==> src/rtl/mem_arb_pkg.sv <==
// Shared constants and types for the two-port RAM arbiter: port IDs, response tag layout,
// error-cause bit positions and common byte-lane enable patterns.
package mem_arb_pkg;

  localparam logic PORT_CORE = 1'b0;
  localparam logic PORT_DBG  = 1'b1;

  localparam int unsigned TAG_VALID_W = 1;
  localparam int unsigned TAG_PORT_W  = 1;
  localparam int unsigned TAG_READ_W  = 1;
  localparam int unsigned TAG_ERR_W   = 1;

  localparam int unsigned ERR_W        = 2;
  localparam int unsigned ERR_MISALIGN = 0;
  localparam int unsigned ERR_RANGE    = 1;

  localparam logic [3:0] BE_BYTE = 4'b0001;
  localparam logic [3:0] BE_HALF = 4'b0011;
  localparam logic [3:0] BE_WORD = 4'b1111;

  typedef struct packed {
    logic [TAG_VALID_W-1:0] valid;
    logic [TAG_PORT_W-1:0]  port;
    logic [TAG_READ_W-1:0]  is_read;
    logic [TAG_ERR_W-1:0]   err;
  } tag_t;

endpackage

==> src/rtl/ram_port_arbiter_if.sv <==
// Requester-side bus of the RAM arbiter: request/grant handshake plus the response channel.
interface ram_port_arbiter_if #(
  parameter int unsigned ADDR_WIDTH = 32,
  parameter int unsigned DATA_WIDTH = 32
);
  logic                    req;
  logic [ADDR_WIDTH-1:0]   addr;
  logic [DATA_WIDTH/8-1:0] wr_en;
  logic [DATA_WIDTH-1:0]   wdata;
  logic                    gnt;
  logic                    rvalid;
  logic [DATA_WIDTH-1:0]   rdata;
  logic                    err;

  modport master (
    output req, addr, wr_en, wdata,
    input  gnt, rvalid, rdata, err
  );

  modport slave (
    input  req, addr, wr_en, wdata,
    output gnt, rvalid, rdata, err
  );
endinterface

==> src/rtl/rr_arb2.sv <==
// Two-way round-robin arbiter: combinational one-hot grant and a last-winner pointer that
// only moves when a grant is issued.
module rr_arb2
  import mem_arb_pkg::*;
(
  input  logic       clk,
  input  logic       reset_n,
  input  logic [1:0] req,
  output logic [1:0] gnt
);

  logic last_q, last_d;

  always_comb begin
    gnt = 2'b00;
    if (reset_n) begin
      case (req)
        2'b01:   gnt = 2'b01;
        2'b10:   gnt = 2'b10;
        2'b11:   gnt = (last_q == PORT_DBG) ? 2'b01 : 2'b10;
        default: gnt = 2'b00;
      endcase
    end
    last_d = last_q;
    if (|gnt) begin
      last_d = gnt[1];
    end
  end

  // Pointer resets to "debug won last" so the core port takes the first tie.
  always_ff @(posedge clk) begin
    if (!reset_n) begin
      last_q <= PORT_DBG;
    end else begin
      last_q <= last_d;
    end
  end

endmodule

==> src/rtl/ram_port_arbiter.sv <==
// Shares one byte-write-enabled block RAM between the core and debug ports with round-robin
// arbitration, address checking, registered RAM issue and a two-stage response tag pipeline.
module ram_port_arbiter
  import mem_arb_pkg::*;
#(
  parameter int unsigned ADDR_WIDTH = 32,
  parameter int unsigned DATA_WIDTH = 32,
  parameter int unsigned MEM_WORDS  = 1024,
  localparam int unsigned RAM_AW    = $clog2(MEM_WORDS),
  localparam int unsigned NUM_LANES = DATA_WIDTH / 8
) (
  input  logic                  clk,
  input  logic                  reset_n,
  ram_port_arbiter_if.slave     m0,
  ram_port_arbiter_if.slave     m1,
  output logic [RAM_AW-1:0]     ram_addr,
  output logic [NUM_LANES-1:0]  ram_wr_en,
  output logic [DATA_WIDTH-1:0] ram_data_in,
  input  logic [DATA_WIDTH-1:0] ram_data_out
);

  logic [1:0]            req, gnt;
  logic                  granted, sel_port, issue_err;
  logic [ADDR_WIDTH-1:0] sel_addr, word_idx;
  logic [NUM_LANES-1:0]  sel_wr_en;
  logic [DATA_WIDTH-1:0] sel_wdata;
  logic [ERR_W-1:0]      err_cause;

  logic [RAM_AW-1:0]     ram_addr_q, ram_addr_d;
  logic [NUM_LANES-1:0]  ram_wr_en_q, ram_wr_en_d;
  logic [DATA_WIDTH-1:0] ram_data_in_q, ram_data_in_d;
  tag_t                  tag1_q, tag1_d, tag2_q;
  logic [1:0]            rsp_valid;
  logic                  rsp_has_data;

  assign req = {m1.req, m0.req};

  rr_arb2 u_arb (
    .clk     (clk),
    .reset_n (reset_n),
    .req     (req),
    .gnt     (gnt)
  );

  always_comb begin
    granted   = |gnt;
    sel_port  = gnt[1];
    sel_addr  = sel_port ? m1.addr  : m0.addr;
    sel_wr_en = sel_port ? m1.wr_en : m0.wr_en;
    sel_wdata = sel_port ? m1.wdata : m0.wdata;
    word_idx  = sel_addr >> 2;
    err_cause = '0;
    err_cause[ERR_MISALIGN] = |sel_addr[1:0];
    err_cause[ERR_RANGE]    = word_idx >= ADDR_WIDTH'(MEM_WORDS);
    issue_err = |err_cause;
  end

  // Bad accesses still get a grant and a response slot, but never a RAM write.
  always_comb begin
    ram_addr_d    = ram_addr_q;
    ram_wr_en_d   = '0;
    ram_data_in_d = ram_data_in_q;
    tag1_d        = '0;
    if (granted) begin
      ram_addr_d     = sel_addr[RAM_AW+1:2];
      ram_wr_en_d    = issue_err ? '0 : sel_wr_en;
      ram_data_in_d  = sel_wdata;
      tag1_d.valid   = 1'b1;
      tag1_d.port    = sel_port;
      tag1_d.is_read = (sel_wr_en == '0);
      tag1_d.err     = issue_err;
    end
  end

  always_ff @(posedge clk) begin
    if (!reset_n) begin
      ram_addr_q    <= '0;
      ram_wr_en_q   <= '0;
      ram_data_in_q <= '0;
      tag1_q        <= '0;
      tag2_q        <= '0;
    end else begin
      ram_addr_q    <= ram_addr_d;
      ram_wr_en_q   <= ram_wr_en_d;
      ram_data_in_q <= ram_data_in_d;
      tag1_q        <= tag1_d;
      tag2_q        <= tag1_q;
    end
  end

  assign ram_addr    = ram_addr_q;
  assign ram_wr_en   = ram_wr_en_q;
  assign ram_data_in = ram_data_in_q;

  // Tag stage 2 lines up with the RAM's one-cycle read latency.
  always_comb begin
    rsp_valid[0] = tag2_q.valid && (tag2_q.port == PORT_CORE);
    rsp_valid[1] = tag2_q.valid && (tag2_q.port == PORT_DBG);
    rsp_has_data = tag2_q.is_read && !tag2_q.err;
  end

  assign m0.gnt    = gnt[0];
  assign m0.rvalid = rsp_valid[0];
  assign m0.err    = rsp_valid[0] && tag2_q.err;
  assign m0.rdata  = (rsp_valid[0] && rsp_has_data) ? ram_data_out : '0;

  assign m1.gnt    = gnt[1];
  assign m1.rvalid = rsp_valid[1];
  assign m1.err    = rsp_valid[1] && tag2_q.err;
  assign m1.rdata  = (rsp_valid[1] && rsp_has_data) ? ram_data_out : '0;

endmodule

==> src/flat_wrapper.sv <==
// flat-port wrapper written by rule: the top's interface ports become plain ports
module ram_port_arbiter_flat import mem_arb_pkg::*;
#(
  parameter int unsigned ADDR_WIDTH = 32,
  parameter int unsigned DATA_WIDTH = 32,
  parameter int unsigned MEM_WORDS  = 1024,
  localparam int unsigned RAM_AW    = $clog2(MEM_WORDS),
  localparam int unsigned NUM_LANES = DATA_WIDTH / 8
)
  (clk, reset_n, ram_addr, ram_wr_en, ram_data_in, ram_data_out, m0_req, m0_addr, m0_wr_en, m0_wdata, m0_gnt, m0_rvalid, m0_rdata, m0_err, m1_req, m1_addr, m1_wr_en, m1_wdata, m1_gnt, m1_rvalid, m1_rdata, m1_err);
  ram_port_arbiter_if #(.ADDR_WIDTH(ADDR_WIDTH), .DATA_WIDTH(DATA_WIDTH)) m0_i ();
  ram_port_arbiter_if #(.ADDR_WIDTH(ADDR_WIDTH), .DATA_WIDTH(DATA_WIDTH)) m1_i ();
  input  logic clk;
  input  logic reset_n;
  output logic [RAM_AW-1:0] ram_addr;
  output logic [NUM_LANES-1:0] ram_wr_en;
  output logic [DATA_WIDTH-1:0] ram_data_in;
  input  logic [DATA_WIDTH-1:0] ram_data_out;
  input wire logic [$bits(m0_i.req)-1:0] m0_req;
  input wire logic [$bits(m0_i.addr)-1:0] m0_addr;
  input wire logic [$bits(m0_i.wr_en)-1:0] m0_wr_en;
  input wire logic [$bits(m0_i.wdata)-1:0] m0_wdata;
  output wire logic [$bits(m0_i.gnt)-1:0] m0_gnt;
  output wire logic [$bits(m0_i.rvalid)-1:0] m0_rvalid;
  output wire logic [$bits(m0_i.rdata)-1:0] m0_rdata;
  output wire logic [$bits(m0_i.err)-1:0] m0_err;
  input wire logic [$bits(m1_i.req)-1:0] m1_req;
  input wire logic [$bits(m1_i.addr)-1:0] m1_addr;
  input wire logic [$bits(m1_i.wr_en)-1:0] m1_wr_en;
  input wire logic [$bits(m1_i.wdata)-1:0] m1_wdata;
  output wire logic [$bits(m1_i.gnt)-1:0] m1_gnt;
  output wire logic [$bits(m1_i.rvalid)-1:0] m1_rvalid;
  output wire logic [$bits(m1_i.rdata)-1:0] m1_rdata;
  output wire logic [$bits(m1_i.err)-1:0] m1_err;
  assign m0_i.req = m0_req;
  assign m0_i.addr = m0_addr;
  assign m0_i.wr_en = m0_wr_en;
  assign m0_i.wdata = m0_wdata;
  assign m0_gnt = m0_i.gnt;
  assign m0_rvalid = m0_i.rvalid;
  assign m0_rdata = m0_i.rdata;
  assign m0_err = m0_i.err;
  assign m1_i.req = m1_req;
  assign m1_i.addr = m1_addr;
  assign m1_i.wr_en = m1_wr_en;
  assign m1_i.wdata = m1_wdata;
  assign m1_gnt = m1_i.gnt;
  assign m1_rvalid = m1_i.rvalid;
  assign m1_rdata = m1_i.rdata;
  assign m1_err = m1_i.err;
  ram_port_arbiter #(.ADDR_WIDTH(ADDR_WIDTH), .DATA_WIDTH(DATA_WIDTH), .MEM_WORDS(MEM_WORDS)) u_core (.clk(clk), .reset_n(reset_n), .m0(m0_i), .m1(m1_i), .ram_addr(ram_addr), .ram_wr_en(ram_wr_en), .ram_data_in(ram_data_in), .ram_data_out(ram_data_out));
endmodule
==> config.mk <==
export PLATFORM = sky130hd
export DESIGN_NAME = ram_port_arbiter_flat
export DESIGN_NICKNAME = d
export VERILOG_FILES = /design/src/rtl/mem_arb_pkg.sv /design/src/rtl/ram_port_arbiter_if.sv /design/src/rtl/rr_arb2.sv /design/src/rtl/ram_port_arbiter.sv /design/src/flat_wrapper.sv
export SDC_FILE = /design/constraint.sdc
export NUM_CORES = 1
export LEC_CHECK = 0
export BUFFER_PORTS_ARGS = -buffer_cell sky130_fd_sc_hd__buf_2
export CELL_PAD_IN_SITES_DETAIL_PLACEMENT = 1
export CELL_PAD_IN_SITES_GLOBAL_PLACEMENT = 2
export CORE_ASPECT_RATIO = 0.5
export CORE_MARGIN = 2
export CORE_UTILIZATION = 17
export CTS_CLUSTER_SIZE = 28
export DETAILED_ROUTE_END_ITERATION = 6
export GPL_TIMING_DRIVEN = 0
export PLACE_DENSITY = 0.84
export SYNTH_ARGS = -nofsm -noshare
export SYNTH_HDL_FRONTEND = slang
export SYNTH_HIERARCHICAL = 1
export SYNTH_SLANG_ARGS = --single-unit
export TNS_END_PERCENT = 30
==> constraint.sdc <==
create_clock -name clk -period 1.7 [get_ports clk]
set_input_delay 0.17 -clock clk [delete_from_list [all_inputs] [get_ports clk]]
set_output_delay 0.17 -clock clk [all_outputs]
set_load 0.01 [all_outputs]
==> results of run 1 <==
per-layer routing:
metal	global-route usage, %	vias to the layer above
li1	-	1812
met3	1.40	9
met4	2.52	0
met1	17.1	1687
met5	0	-
met2	25.2	81
kinds of logic after synthesis:
logic type | count (synthesis) | synth area share [%]
compound gates | 51 | 9.68
buf+inv | 28 | 3.82
flops | 55 | 36.5
mux | 42 | 14.0
simple gates | 189 | 36.0
how the worst min path moves through the flow:
stage	to	depth (start not counted)
4_1_cts	u_core/u_arb/last_q	2
2_1_floorplan	u_core/u_arb/last_q	1
3_3_place_gp	u_core/u_arb/last_q	2
5_1_grt	u_core/u_arb/last_q	2
3_5_place_dp	u_core/u_arb/last_q	2
6_report	u_core/u_arb/last_q	2
repair_timing:
item                                    CTS  global route
hold buffers                              0             0
setup buffers                             1             2
pin swaps                                 2             2
gates resized for setup                  29            29
gates cloned                              0             2
endpoints found under the setup margin  102           105
stage by stage:
step	area [um2]	std cells	total power [mW]	TNS, ns	utilization (%)
after detailed placement	4740	886	2.07	-5.78	27.3
after floorplan	3010	365	1.70	0	-
after global routing	5040	899	3.31	-1.29	29.1
after CTS	4960	895	3.17	-0.0606	28.6
after global placement	4740	886	2.05	-5.13	27.3
final	5040	899	3.12	0	29.1
cells in the mapped netlist (all sizes together):
cell type | n | area share, %
a21oi | 1 | 0.17
a32o | 4 | 1.5
and2 | 118 | 25
and3 | 1 | 0.21
and3b | 2 | 0.58
buf | 10 | 1.6
clkbuf | 16 | 2.0
dfxtp | 55 | 37
inv | 2 | 0.25
mux2i | 42 | 14
nand2 | 47 | 5.9
nand4 | 2 | 0.42
nor2 | 5 | 0.62
nor2b | 1 | 0.21
nor4 | 10 | 2.6
o21a | 1 | 0.25
o21ai | 43 | 7.3
o22ai | 1 | 0.21
o32ai | 1 | 0.29
or4 | 2 | 0.62
or4b | 1 | 0.33
state kept, by name, summed over array words and instances, names as in the netlist:
signal and count:
u_core/ram_data_in 32, u_core/ram_addr 10, u_core/ram_wr_en 4, u_core/tag1_q 4, u_core/tag2_q 4, u_core/u_arb/last_q 1
final cells by class:
cell class	count	share of cell area [%]
sequential	55	21.9
multi-input combinational	282	36.0
clock buffer	5	2.48
inverter	2	0.149
buffer	26	3.97
clock inverter	3	0.496
timing repair buffer	292	29.2
tap	234	5.81
worst max-delay path, delay by kind of cell, from the launching register on:
kind / cells / cell delay (ns)
buf+inv: 2 / 0.31
flops: 1 / 0.34
simple gates: 3 / 0.58
power by group through the flow:
stage               Combinational [mW]  Clock [mW]  Sequential, mW
floorplan                        0.239           0            1.46
global placement                 0.621           0            1.43
detailed placement               0.636           0            1.43
CTS                              0.648        1.12            1.40
global route                     0.722        1.18            1.41
finish                           0.651        1.07            1.40
==> impl_metrics.prom, run 1 <==
# TYPE chip_impl_metric gauge
chip_impl_info{name="status",value="finished clean"} 1
chip_impl_info{name="cts_tree",value="built"} 1
chip_impl_metric{name="fp.coreArea",unit="mm2"} 0.0174
chip_impl_info{name="critPathLaunch",value="u_core/tag2_q[2]"} 1
chip_impl_info{name="endpoint_kind",value="output port"} 1
chip_impl_info{name="worstSetupPathType",value="reg -> out"} 1
chip_impl_metric{name="io_pins",unit=""} 288
chip_impl_metric{name="max_slew.worst_pin.slew",unit="ns"} 0.480
chip_impl_metric{name="net_switching",unit="mW"} 0.864
chip_impl_metric{name="final.hold.worst_slack",unit="ns"} 0.109
chip_impl_metric{name="post_synth_instance_area",unit="mm2"} 0.00301
chip_impl_info{name="final_common_cell",value="sky130_fd_sc_hd__buf_2"} 1
chip_impl_metric{name="swShare",unit="%"} 27.7
chip_impl_metric{name="postRouteWirelength",unit="um"} 13500
chip_impl_metric{name="start_util",unit="%"} 17.4
chip_impl_metric{name="globalRouteTotalUtil",unit="%"} 13.6
chip_impl_metric{name="max_stage_delay",unit="ns"} 0.34
chip_impl_metric{name="timing.final.ws_setup",unit="ns"} 0.00498
chip_impl_metric{name="total_gr_overflow",unit=""} 0
chip_impl_metric{name="drive_above_1_share",unit="%"} 50.7
chip_impl_metric{name="via_per_inst",unit=""} 3.99
chip_impl_metric{name="die_y",unit="um"} 98.1
chip_impl_metric{name="first_global_vias",unit=""} 3597
chip_impl_metric{name="area_overhead_of_the_layout_relative_to_synthesis",unit="%"} 67.4
chip_impl_metric{name="clock_tree_buf_depth",unit=""} 2
chip_impl_metric{name="dr_vias",unit=""} 3589
chip_impl_info{name="rr_endpoint",value="u_core/tag1_q[1]"} 1
chip_impl_metric{name="final.fill_count",unit=""} 2176
chip_impl_metric{name="met3_length",unit="um"} 543
chip_impl_metric{name="detail-route-antenna-nets",unit=""} 0
chip_impl_metric{name="power_frac_clock",unit="%"} 34.2
chip_impl_metric{name="timing.critical_path.fanout_max",unit=""} 10
chip_impl_info{name="worstHoldStart",value="reset_n"} 1
chip_impl_info{name="worst_hold_path_type",value="in -> reg"} 1
chip_impl_info{name="timing.critical_path.from_type",value="register"} 1
chip_impl_metric{name="clock_skew",unit="ns"} 0.00873
chip_impl_metric{name="yosys_warnings",unit=""} 6
chip_impl_metric{name="netlist-cell-type-count",unit=""} 26
chip_impl_metric{name="timing_hold_violations_final",unit=""} 0
chip_impl_metric{name="timing.final.setup_violations",unit=""} 0
chip_impl_metric{name="cts.htree.levels",unit=""} 2
chip_impl_metric{name="tritoncts.num_buffers",unit=""} 5
chip_impl_info{name="critical_path.reg2reg.startpoint",value="u_core/u_arb/last_q"} 1
chip_impl_info{name="root_buffer_cell",value="sky130_fd_sc_hd__clkbuf_16"} 1
chip_impl_metric{name="drtIter0Drc",unit=""} 85
chip_impl_metric{name="globalplace.congestion",unit=""} 0.812
chip_impl_metric{name="required",unit="ns"} 1.53
chip_impl_info{name="timing.critical_path.cells",value="and2_4 -> and3b_2 -> clkbuf_8 -> and2_1 -> buf_2"} 1
chip_impl_metric{name="drt-met1-wl",unit="um"} 5860
chip_impl_metric{name="netlist_instances",unit=""} 365
chip_impl_metric{name="drc",unit=""} 0
chip_impl_info{name="critical-path-slowest-cell",value="sky130_fd_sc_hd__dfxtp_2"} 1
chip_impl_metric{name="area.sequential",unit="mm2"} 0.00110
chip_impl_metric{name="seq_area_frac_synth",unit="%"} 36.5
chip_impl_metric{name="power.ir.vdd_worst",unit="mV"} 0.299
chip_impl_metric{name="dieWidth",unit="um"} 192
chip_impl_metric{name="synth_fp_nets",unit=""} 537
chip_impl_metric{name="finalWorstPathRequiredPeriod",unit="ns"} 1.70
chip_impl_metric{name="slew-limit-headroom",unit="%"} 68.0
chip_impl_metric{name="grt_pass1_wl",unit="um"} 20000
chip_impl_metric{name="number_of_antenna_cells_inserted",unit=""} 0
chip_impl_metric{name="power_frac_comb",unit="%"} 20.9
chip_impl_metric{name="seq_power_share",unit="%"} 44.9
chip_impl_metric{name="internal-power",unit="mW"} 2.26
chip_impl_metric{name="reg2regPathDepth",unit=""} 6
chip_impl_info{name="most-common-layout-cells",value="sky130_fd_sc_hd__buf_2 (287), sky130_fd_sc_hd__and2_1 (115), sky130_fd_sc_hd__dfxtp_1 (53)"} 1
chip_impl_metric{name="dp_slack",unit="ns"} -0.249
chip_impl_metric{name="route.detailed.wl_per_inst",unit="um"} 15.0
chip_impl_metric{name="reg2reg_setup_slack",unit="ns"} 0.08
chip_impl_metric{name="dr.pass1.iters",unit=""} 4
chip_impl_metric{name="placement_rows",unit=""} 34
chip_impl_metric{name="peak_clock_frequency_supported_by_timing",unit="GHz"} 0.590
chip_impl_metric{name="clock_latency",unit="ns"} 0.29
chip_impl_metric{name="p_per_area",unit="mW/mm2"} 619
chip_impl_metric{name="grt_max_degree",unit=""} 19
chip_impl_metric{name="final_net_count",unit=""} 836
chip_impl_metric{name="number_of_antenna_violations_at_the_first_check_in_global_routing",unit=""} 0
chip_impl_metric{name="detailedPlacementHpwl",unit="um"} 11300
chip_impl_info{name="rsz0062_at_grt",value="true"} 1
chip_impl_info{name="worst_setup_path_endpoint",value="m1_rdata[29]"} 1
chip_impl_metric{name="max_cap_viol_count",unit=""} 0
chip_impl_metric{name="synth.ff_latch_count",unit=""} 55
chip_impl_metric{name="clock_sink_count",unit=""} 55
chip_impl_info{name="routed.top_layer",value="met4"} 1
chip_impl_metric{name="io_buffer_count",unit=""} 287
chip_impl_metric{name="multi_input_area",unit="mm2"} 0.00182
chip_impl_metric{name="cp_data_arrival_time",unit="ns"} 1.53
chip_impl_metric{name="post-route-period-util",unit="%"} 99.7
chip_impl_metric{name="leakage",unit="nW"} 2.67
chip_impl_metric{name="cts.clk_slew.worst_paths",unit="ns"} 0.08
chip_impl_metric{name="dr_wl_met2",unit="um"} 6960
chip_impl_metric{name="syn-mean-instance-area",unit="um2"} 8.25
chip_impl_metric{name="die-area",unit="mm2"} 0.0189
chip_impl_metric{name="slew_violations",unit=""} 0
(Power assumes the default switching activity.)
==> run 2, diff against run 1 <==
--- a/config.mk
+++ b/config.mk
@@ -14,7 +14,7 @@
 export CTS_CLUSTER_SIZE = 28
 export DETAILED_ROUTE_END_ITERATION = 6
 export GPL_TIMING_DRIVEN = 0
-export PLACE_DENSITY = 0.84
+export PLACE_DENSITY = 0.87
 export SYNTH_ARGS = -nofsm -noshare
 export SYNTH_HDL_FRONTEND = slang
 export SYNTH_HIERARCHICAL = 1
==> run 2 against run 1 <==
- clock skew grew 0.00075 ns
- clock power up 14%
- worst hold slack gained 0.0055 ns
- global-route usage rose by 0.069 points
- highest routed layer unchanged
==> impl_metrics.prom, run 2 (same netlist as run 1, synthesis figures left out) <==
# TYPE chip_impl_metric gauge
chip_impl_metric{name="clock_latency",unit="ns"} 0.29
chip_impl_metric{name="p_per_area",unit="mW/mm2"} 609
chip_impl_metric{name="clock_tree_buf_depth",unit=""} 2
chip_impl_metric{name="number_of_antenna_cells_inserted",unit=""} 0
chip_impl_metric{name="number_of_antenna_violations_at_the_first_check_in_global_routing",unit=""} 0
chip_impl_metric{name="postPlaceCellArea",unit="mm2"} 0.00474
chip_impl_metric{name="final_area",unit="mm2"} 0.00538
chip_impl_metric{name="dpl.cell_count",unit=""} 886
chip_impl_metric{name="postCtsSetupRepairBufs",unit=""} 0
chip_impl_metric{name="post-route-period-util",unit="%"} 99.8
chip_impl_info{name="rsz0062_at_grt",value="true"} 1
chip_impl_metric{name="io_buffer_count",unit=""} 287
chip_impl_metric{name="cts.clk_slew.worst_paths",unit="ns"} 0.08
chip_impl_metric{name="drc",unit=""} 0
chip_impl_info{name="timing.critical_path.from_type",value="register"} 1
chip_impl_info{name="status",value="finished clean"} 1
chip_impl_metric{name="leakage",unit="nW"} 2.74
chip_impl_metric{name="cp_data_arrival_time",unit="ns"} 1.53
chip_impl_metric{name="max_reg_flops",unit=""} 32
chip_impl_metric{name="fp.coreArea",unit="mm2"} 0.0174
chip_impl_metric{name="slew_violations",unit=""} 0
chip_impl_metric{name="via_per_inst",unit=""} 4.08
chip_impl_metric{name="clock_sink_count",unit=""} 55
chip_impl_metric{name="peak_clock_frequency_supported_by_timing",unit="GHz"} 0.589
chip_impl_metric{name="postRouteWirelength",unit="um"} 13800
chip_impl_metric{name="slew-limit-headroom",unit="%"} 70.9
chip_impl_info{name="most-common-layout-cells",value="sky130_fd_sc_hd__buf_2 (257), sky130_fd_sc_hd__and2_1 (87), sky130_fd_sc_hd__dfxtp_1 (53)"} 1
chip_impl_info{name="root_buffer_cell",value="sky130_fd_sc_hd__clkbuf_16"} 1
chip_impl_info{name="worstSetupPathType",value="reg -> out"} 1
chip_impl_metric{name="dp_slack",unit="ns"} -0.331
chip_impl_metric{name="globalRouteTotalUtil",unit="%"} 13.7
chip_impl_metric{name="cts.htree.levels",unit=""} 2
chip_impl_metric{name="timing.critical_path.fanout_max",unit=""} 8
chip_impl_metric{name="fin_cells",unit=""} 897
chip_impl_info{name="cts_tree",value="built"} 1
chip_impl_metric{name="detailedPlacementHpwl",unit="um"} 11200
chip_impl_metric{name="detail-route-antenna-nets",unit=""} 0
chip_impl_info{name="worst_hold_path_type",value="in -> reg"} 1
chip_impl_metric{name="required",unit="ns"} 1.53
chip_impl_metric{name="grt_max_degree",unit=""} 17
chip_impl_metric{name="first_global_vias",unit=""} 3703
chip_impl_metric{name="dr_vias",unit=""} 3664
chip_impl_metric{name="drtIter0Drc",unit=""} 125
chip_impl_metric{name="max_slew.worst_pin.slew",unit="ns"} 0.437
chip_impl_metric{name="drive_above_1_share",unit="%"} 54.6
chip_impl_metric{name="multi_input_area",unit="mm2"} 0.00189
chip_impl_metric{name="die_y",unit="um"} 98.1
chip_impl_metric{name="globalplace.congestion",unit=""} 0.858
chip_impl_info{name="endpoint_kind",value="output port"} 1
chip_impl_metric{name="area.sequential",unit="mm2"} 0.00110
chip_impl_metric{name="timing_hold_violations_final",unit=""} 0
chip_impl_metric{name="total_gr_overflow",unit=""} 0
chip_impl_metric{name="finalWorstPathRequiredPeriod",unit="ns"} 1.70
chip_impl_metric{name="grt_pass1_wl",unit="um"} 20200
chip_impl_metric{name="power.ir.vdd_worst",unit="mV"} 0.279
chip_impl_metric{name="dr.pass1.iters",unit=""} 4
chip_impl_metric{name="final.fill_count",unit=""} 2128
chip_impl_metric{name="final_net_count",unit=""} 834
chip_impl_metric{name="io_pins",unit=""} 288
chip_impl_metric{name="timing.final.setup_violations",unit=""} 0
chip_impl_metric{name="cts_hold_buffers",unit=""} 0
chip_impl_metric{name="max_cap_viol_count",unit=""} 0
chip_impl_metric{name="clock_skew",unit="ns"} 0.00948
chip_impl_metric{name="tritoncts.num_buffers",unit=""} 5
chip_impl_info{name="critPathLaunch",value="u_core/tag2_q[3]"} 1
chip_impl_metric{name="timing.final.ws_setup",unit="ns"} 0.00257
chip_impl_info{name="worstHoldStart",value="reset_n"} 1
chip_impl_metric{name="die-area",unit="mm2"} 0.0189
chip_impl_metric{name="start_util",unit="%"} 17.4
chip_impl_metric{name="totalPowerFinal",unit="mW"} 3.27
chip_impl_metric{name="placement_rows",unit=""} 34
chip_impl_metric{name="area_overhead_of_the_layout_relative_to_synthesis",unit="%"} 78.5
chip_impl_info{name="critical_path.reg2reg.startpoint",value="u_core/u_arb/last_q"} 1
chip_impl_metric{name="dieWidth",unit="um"} 192
chip_impl_metric{name="route.detailed.wl_per_inst",unit="um"} 15.4
chip_impl_info{name="final_common_cell",value="sky130_fd_sc_hd__buf_2"} 1
==> run 2: final timing paths <==
| check | end | slack, ns | cells after the start |
|---|---|---|---|
| max | m0_rdata[28] | 0.003 | 5 |
| min | u_core/u_arb/last_q | 0.11 | 2 |
| max reg2reg | u_core/ram_data_in[7] | 0.08 | 7 |
| min reg2reg | u_core/tag2_q[1] | 0.44 | 1 |
==> run 2: worst max-delay path: stages, from the launching register on <==
cell and delay (ns):
sky130_fd_sc_hd__dfxtp_2 0.33, sky130_fd_sc_hd__nor2b_4 0.15, sky130_fd_sc_hd__and3b_4 0.34, sky130_fd_sc_hd__clkbuf_16 0.19, sky130_fd_sc_hd__and2_4 0.13, sky130_fd_sc_hd__buf_6 0.09
==> run 2: final cells by class <==
cell class,count,share of cell area [%]
buffer,26,4.00
clock buffer,6,2.58
multi-input combinational,282,35.1
tap,234,5.44
timing repair buffer,290,31.6
sequential,55,20.5
clock inverter,2,0.651
inverter,2,0.140
==> run 2: layer usage <==
| metal | track usage (%) | wire (um) |
|---|---|---|
| met5 | 0 | 0 |
| met4 | 3.17 | 268 |
| met3 | 1.62 | 433 |
| met2 | 25.5 | 7490 |
| met1 | 16.7 | 5640 |
==> run 2: repair_timing <==
item                                    CTS  global route
hold endpoints to repair                  0             0
pin swaps                                 1            30
gates resized for setup                  35            83
endpoints found under the setup margin  104            92
gates cloned                              0             3
==> run 2: report_power, final <==
group	internal, mW	switching (mW)	total, mW
registers	1.37	0.0380	1.40
clock network	0.734	0.486	1.22
logic	0.336	0.315	0.651
==> run 2: through the flow <==
stage               setup TNS, ns  hold slack [ns]  utilization [%]
floorplan                       0            0.229                -
global placement            -6.09            0.409             27.3
detailed placement          -7.39            0.414             27.3
CTS                       -0.0760            0.103             28.8
global route                -2.15            0.111             31.0
finish                          0            0.115             31.0
==> run 3, diff against run 2 <==
--- a/config.mk
+++ b/config.mk
@@ -7,14 +7,14 @@
 export LEC_CHECK = 0
 export BUFFER_PORTS_ARGS = -buffer_cell sky130_fd_sc_hd__buf_2
 export CELL_PAD_IN_SITES_DETAIL_PLACEMENT = 1
-export CELL_PAD_IN_SITES_GLOBAL_PLACEMENT = 2
+export CELL_PAD_IN_SITES_GLOBAL_PLACEMENT = 1
 export CORE_ASPECT_RATIO = 0.5
 export CORE_MARGIN = 2
-export CORE_UTILIZATION = 17
+export CORE_UTILIZATION = 24
 export CTS_CLUSTER_SIZE = 28
 export DETAILED_ROUTE_END_ITERATION = 6
 export GPL_TIMING_DRIVEN = 0
-export PLACE_DENSITY = 0.87
+export PLACE_DENSITY = 0.9
 export SYNTH_ARGS = -nofsm -noshare
 export SYNTH_HDL_FRONTEND = slang
 export SYNTH_HIERARCHICAL = 1
==> run 3 against run 2 <==
- cell area fell by 7.5%
- sequential power is essentially flat
- clock skew shrank 0.0051 ns
- combinational power is 0.8% higher
- worst setup slack improved by 0.0084 ns
- critical endpoint is now m1_rdata[22]
- first-iteration DRC count is 12% lower
- critical path depth unchanged
- largest power group unchanged
==> impl_metrics.prom, run 3 (same netlist as run 1, synthesis figures left out) <==
# TYPE chip_impl_metric gauge
chip_impl_metric{name="number_of_antenna_cells_inserted",unit=""} 0
chip_impl_metric{name="globalRouteTotalUtil",unit="%"} 18.6
chip_impl_metric{name="start_util",unit="%"} 25.1
chip_impl_metric{name="dr.pass1.iters",unit=""} 4
chip_impl_metric{name="p_per_area",unit="mW/mm2"} 656
chip_impl_metric{name="detailedPlacementHpwl",unit="um"} 11200
chip_impl_metric{name="postRouteWirelength",unit="um"} 13300
chip_impl_metric{name="drc",unit=""} 0
chip_impl_info{name="cts_tree",value="built"} 1
chip_impl_metric{name="clock_sink_count",unit=""} 55
chip_impl_metric{name="area.sequential",unit="mm2"} 0.00110
chip_impl_metric{name="tritoncts.num_buffers",unit=""} 5
chip_impl_metric{name="required",unit="ns"} 1.53
chip_impl_metric{name="timing_hold_violations_final",unit=""} 0
chip_impl_info{name="root_buffer_cell",value="sky130_fd_sc_hd__clkbuf_16"} 1
chip_impl_metric{name="die-area",unit="mm2"} 0.0135
chip_impl_metric{name="fp.coreArea",unit="mm2"} 0.0120
chip_impl_info{name="worst_hold_path_type",value="in -> reg"} 1
chip_impl_metric{name="timing.final.ws_setup",unit="ns"} 0.0110
chip_impl_metric{name="max_cap_viol_count",unit=""} 0
chip_impl_info{name="most-common-layout-cells",value="sky130_fd_sc_hd__buf_2 (286), sky130_fd_sc_hd__and2_1 (114), sky130_fd_sc_hd__dfxtp_1 (53)"} 1
chip_impl_metric{name="max_reg_flops",unit=""} 32
chip_impl_info{name="endpoint_kind",value="output port"} 1
chip_impl_metric{name="clock_tree_buf_depth",unit=""} 2
chip_impl_metric{name="io_buffer_count",unit=""} 287
chip_impl_metric{name="cp_data_arrival_time",unit="ns"} 1.52
chip_impl_metric{name="max_slew.worst_pin.slew",unit="ns"} 0.409
chip_impl_metric{name="power.ir.vdd_worst",unit="mV"} 0.412
chip_impl_metric{name="peak_clock_frequency_supported_by_timing",unit="GHz"} 0.592
chip_impl_metric{name="grt_pass1_wl",unit="um"} 20100
chip_impl_metric{name="leakage",unit="nW"} 2.68
chip_impl_metric{name="utilization",unit="%"} 41.4
chip_impl_metric{name="number_of_antenna_violations_at_the_first_check_in_global_routing",unit=""} 0
chip_impl_metric{name="finalWorstPathRequiredPeriod",unit="ns"} 1.69
chip_impl_metric{name="dieWidth",unit="um"} 162
chip_impl_metric{name="area_overhead_of_the_layout_relative_to_synthesis",unit="%"} 65.2
chip_impl_metric{name="placement_rows",unit=""} 28
chip_impl_metric{name="die_y",unit="um"} 83.2
chip_impl_metric{name="cts.clk_slew.worst_paths",unit="ns"} 0.07
chip_impl_metric{name="timing.critical_path.fanout_max",unit=""} 10
chip_impl_metric{name="slew_violations",unit=""} 0
chip_impl_metric{name="dp_slack",unit="ns"} -0.248
chip_impl_metric{name="multi_input_area",unit="mm2"} 0.00182
chip_impl_metric{name="timing.final.setup_violations",unit=""} 0
chip_impl_metric{name="route.detailed.wl_per_inst",unit="um"} 16.0
chip_impl_metric{name="total_gr_overflow",unit=""} 0
chip_impl_info{name="status",value="finished clean"} 1
chip_impl_metric{name="first_global_vias",unit=""} 3745
chip_impl_metric{name="io_pins",unit=""} 288
chip_impl_metric{name="grt_max_degree",unit=""} 17
chip_impl_metric{name="slew-limit-headroom",unit="%"} 72.5
chip_impl_metric{name="dr_vias",unit=""} 3641
chip_impl_metric{name="cts.htree.levels",unit=""} 2
chip_impl_metric{name="clock_latency",unit="ns"} 0.29
chip_impl_info{name="worstSetupPathType",value="reg -> out"} 1
chip_impl_metric{name="via_per_inst",unit=""} 4.39
chip_impl_metric{name="final_net_count",unit=""} 835
chip_impl_info{name="timing.critical_path.from_type",value="register"} 1
chip_impl_metric{name="cts_hold_buffers",unit=""} 0
chip_impl_metric{name="drive_above_1_share",unit="%"} 50.9
chip_impl_metric{name="detail-route-antenna-nets",unit=""} 0
chip_impl_metric{name="final.fill_count",unit=""} 1521
chip_impl_metric{name="clock_skew",unit="ns"} 0.00441
chip_impl_metric{name="globalplace.congestion",unit=""} 0.850
chip_impl_metric{name="post-route-period-util",unit="%"} 99.4
chip_impl_info{name="rsz0062_at_grt",value="true"} 1
chip_impl_metric{name="drtIter0Drc",unit=""} 110
chip_impl_info{name="final_common_cell",value="sky130_fd_sc_hd__buf_2"} 1
[run 3: repair_timing]
action / 4_1_cts / 5_1_grt
buffers inserted: 1 / 3
endpoints found under the setup margin: 102 / 105
pin swaps: 2 / 2
gates resized for setup: 31 / 25
endpoints found under the hold margin: 0 / 0
[run 3: final timing paths]
kind	startpoint	to	slack, ns	cells past startpoint
worst min register to register	u_core/tag1_q[3]	u_core/tag2_q[3]	0.44	1
worst min-delay path	m1_wr_en[0]	u_core/ram_wr_en[0]	0.14	2
worst max-delay path	u_core/tag2_q[2]	m1_rdata[22]	0.01	5
worst max register to register	u_core/u_arb/last_q	u_core/tag1_q[1]	0.09	6
[run 3: report_power, final]
group | leakage (nW) | internal, mW | total [mW] | switching (mW)
clock | 0.0868 | 0.734 | 1.20 | 0.470
sequential | 0.451 | 1.37 | 1.40 | 0.0385
combinational | 2.14 | 0.341 | 0.656 | 0.314
[run 3: cell type report]
cell class                 instances  area share, %
clock inverter                     2          0.704
buffer                            26           3.95
sequential                        55           22.2
inverter                           2          0.151
clock buffer                       6           2.79
timing repair buffer             291           29.5
tap                              165           4.15
multi-input combinational        282           36.6
[run 3: routing by layer]
layer / share of wire, % / global-route usage (%)
met1: 42 / 22.1
met2: 52 / 34.5
met3: 4.6 / 3.85
met4: 1.1 / 4.18
met5: 0 / 0
[run 3: per-stage QoR]
step           cells  cell area (um2)  hold WS, ns  TNS (ns)  power [mW]
6_report         829             4980        0.140         0        3.26
5_1_grt          829             4980        0.133    -0.550        3.44
4_1_cts          826             4910        0.122   -0.0284        3.30
3_5_place_dp     817             4660        0.427     -5.79        2.07
3_3_place_gp     817             4660        0.420     -4.43        2.04
2_1_floorplan    365             3010        0.229         0        1.70
[run 3: critical path: stages, from the launching register on]
cell	delay (ns)
sky130_fd_sc_hd__dfxtp_2	0.34
sky130_fd_sc_hd__and2_4	0.16
sky130_fd_sc_hd__and3b_2	0.25
sky130_fd_sc_hd__clkbuf_8	0.17
sky130_fd_sc_hd__and2_1	0.17
sky130_fd_sc_hd__buf_4	0.15
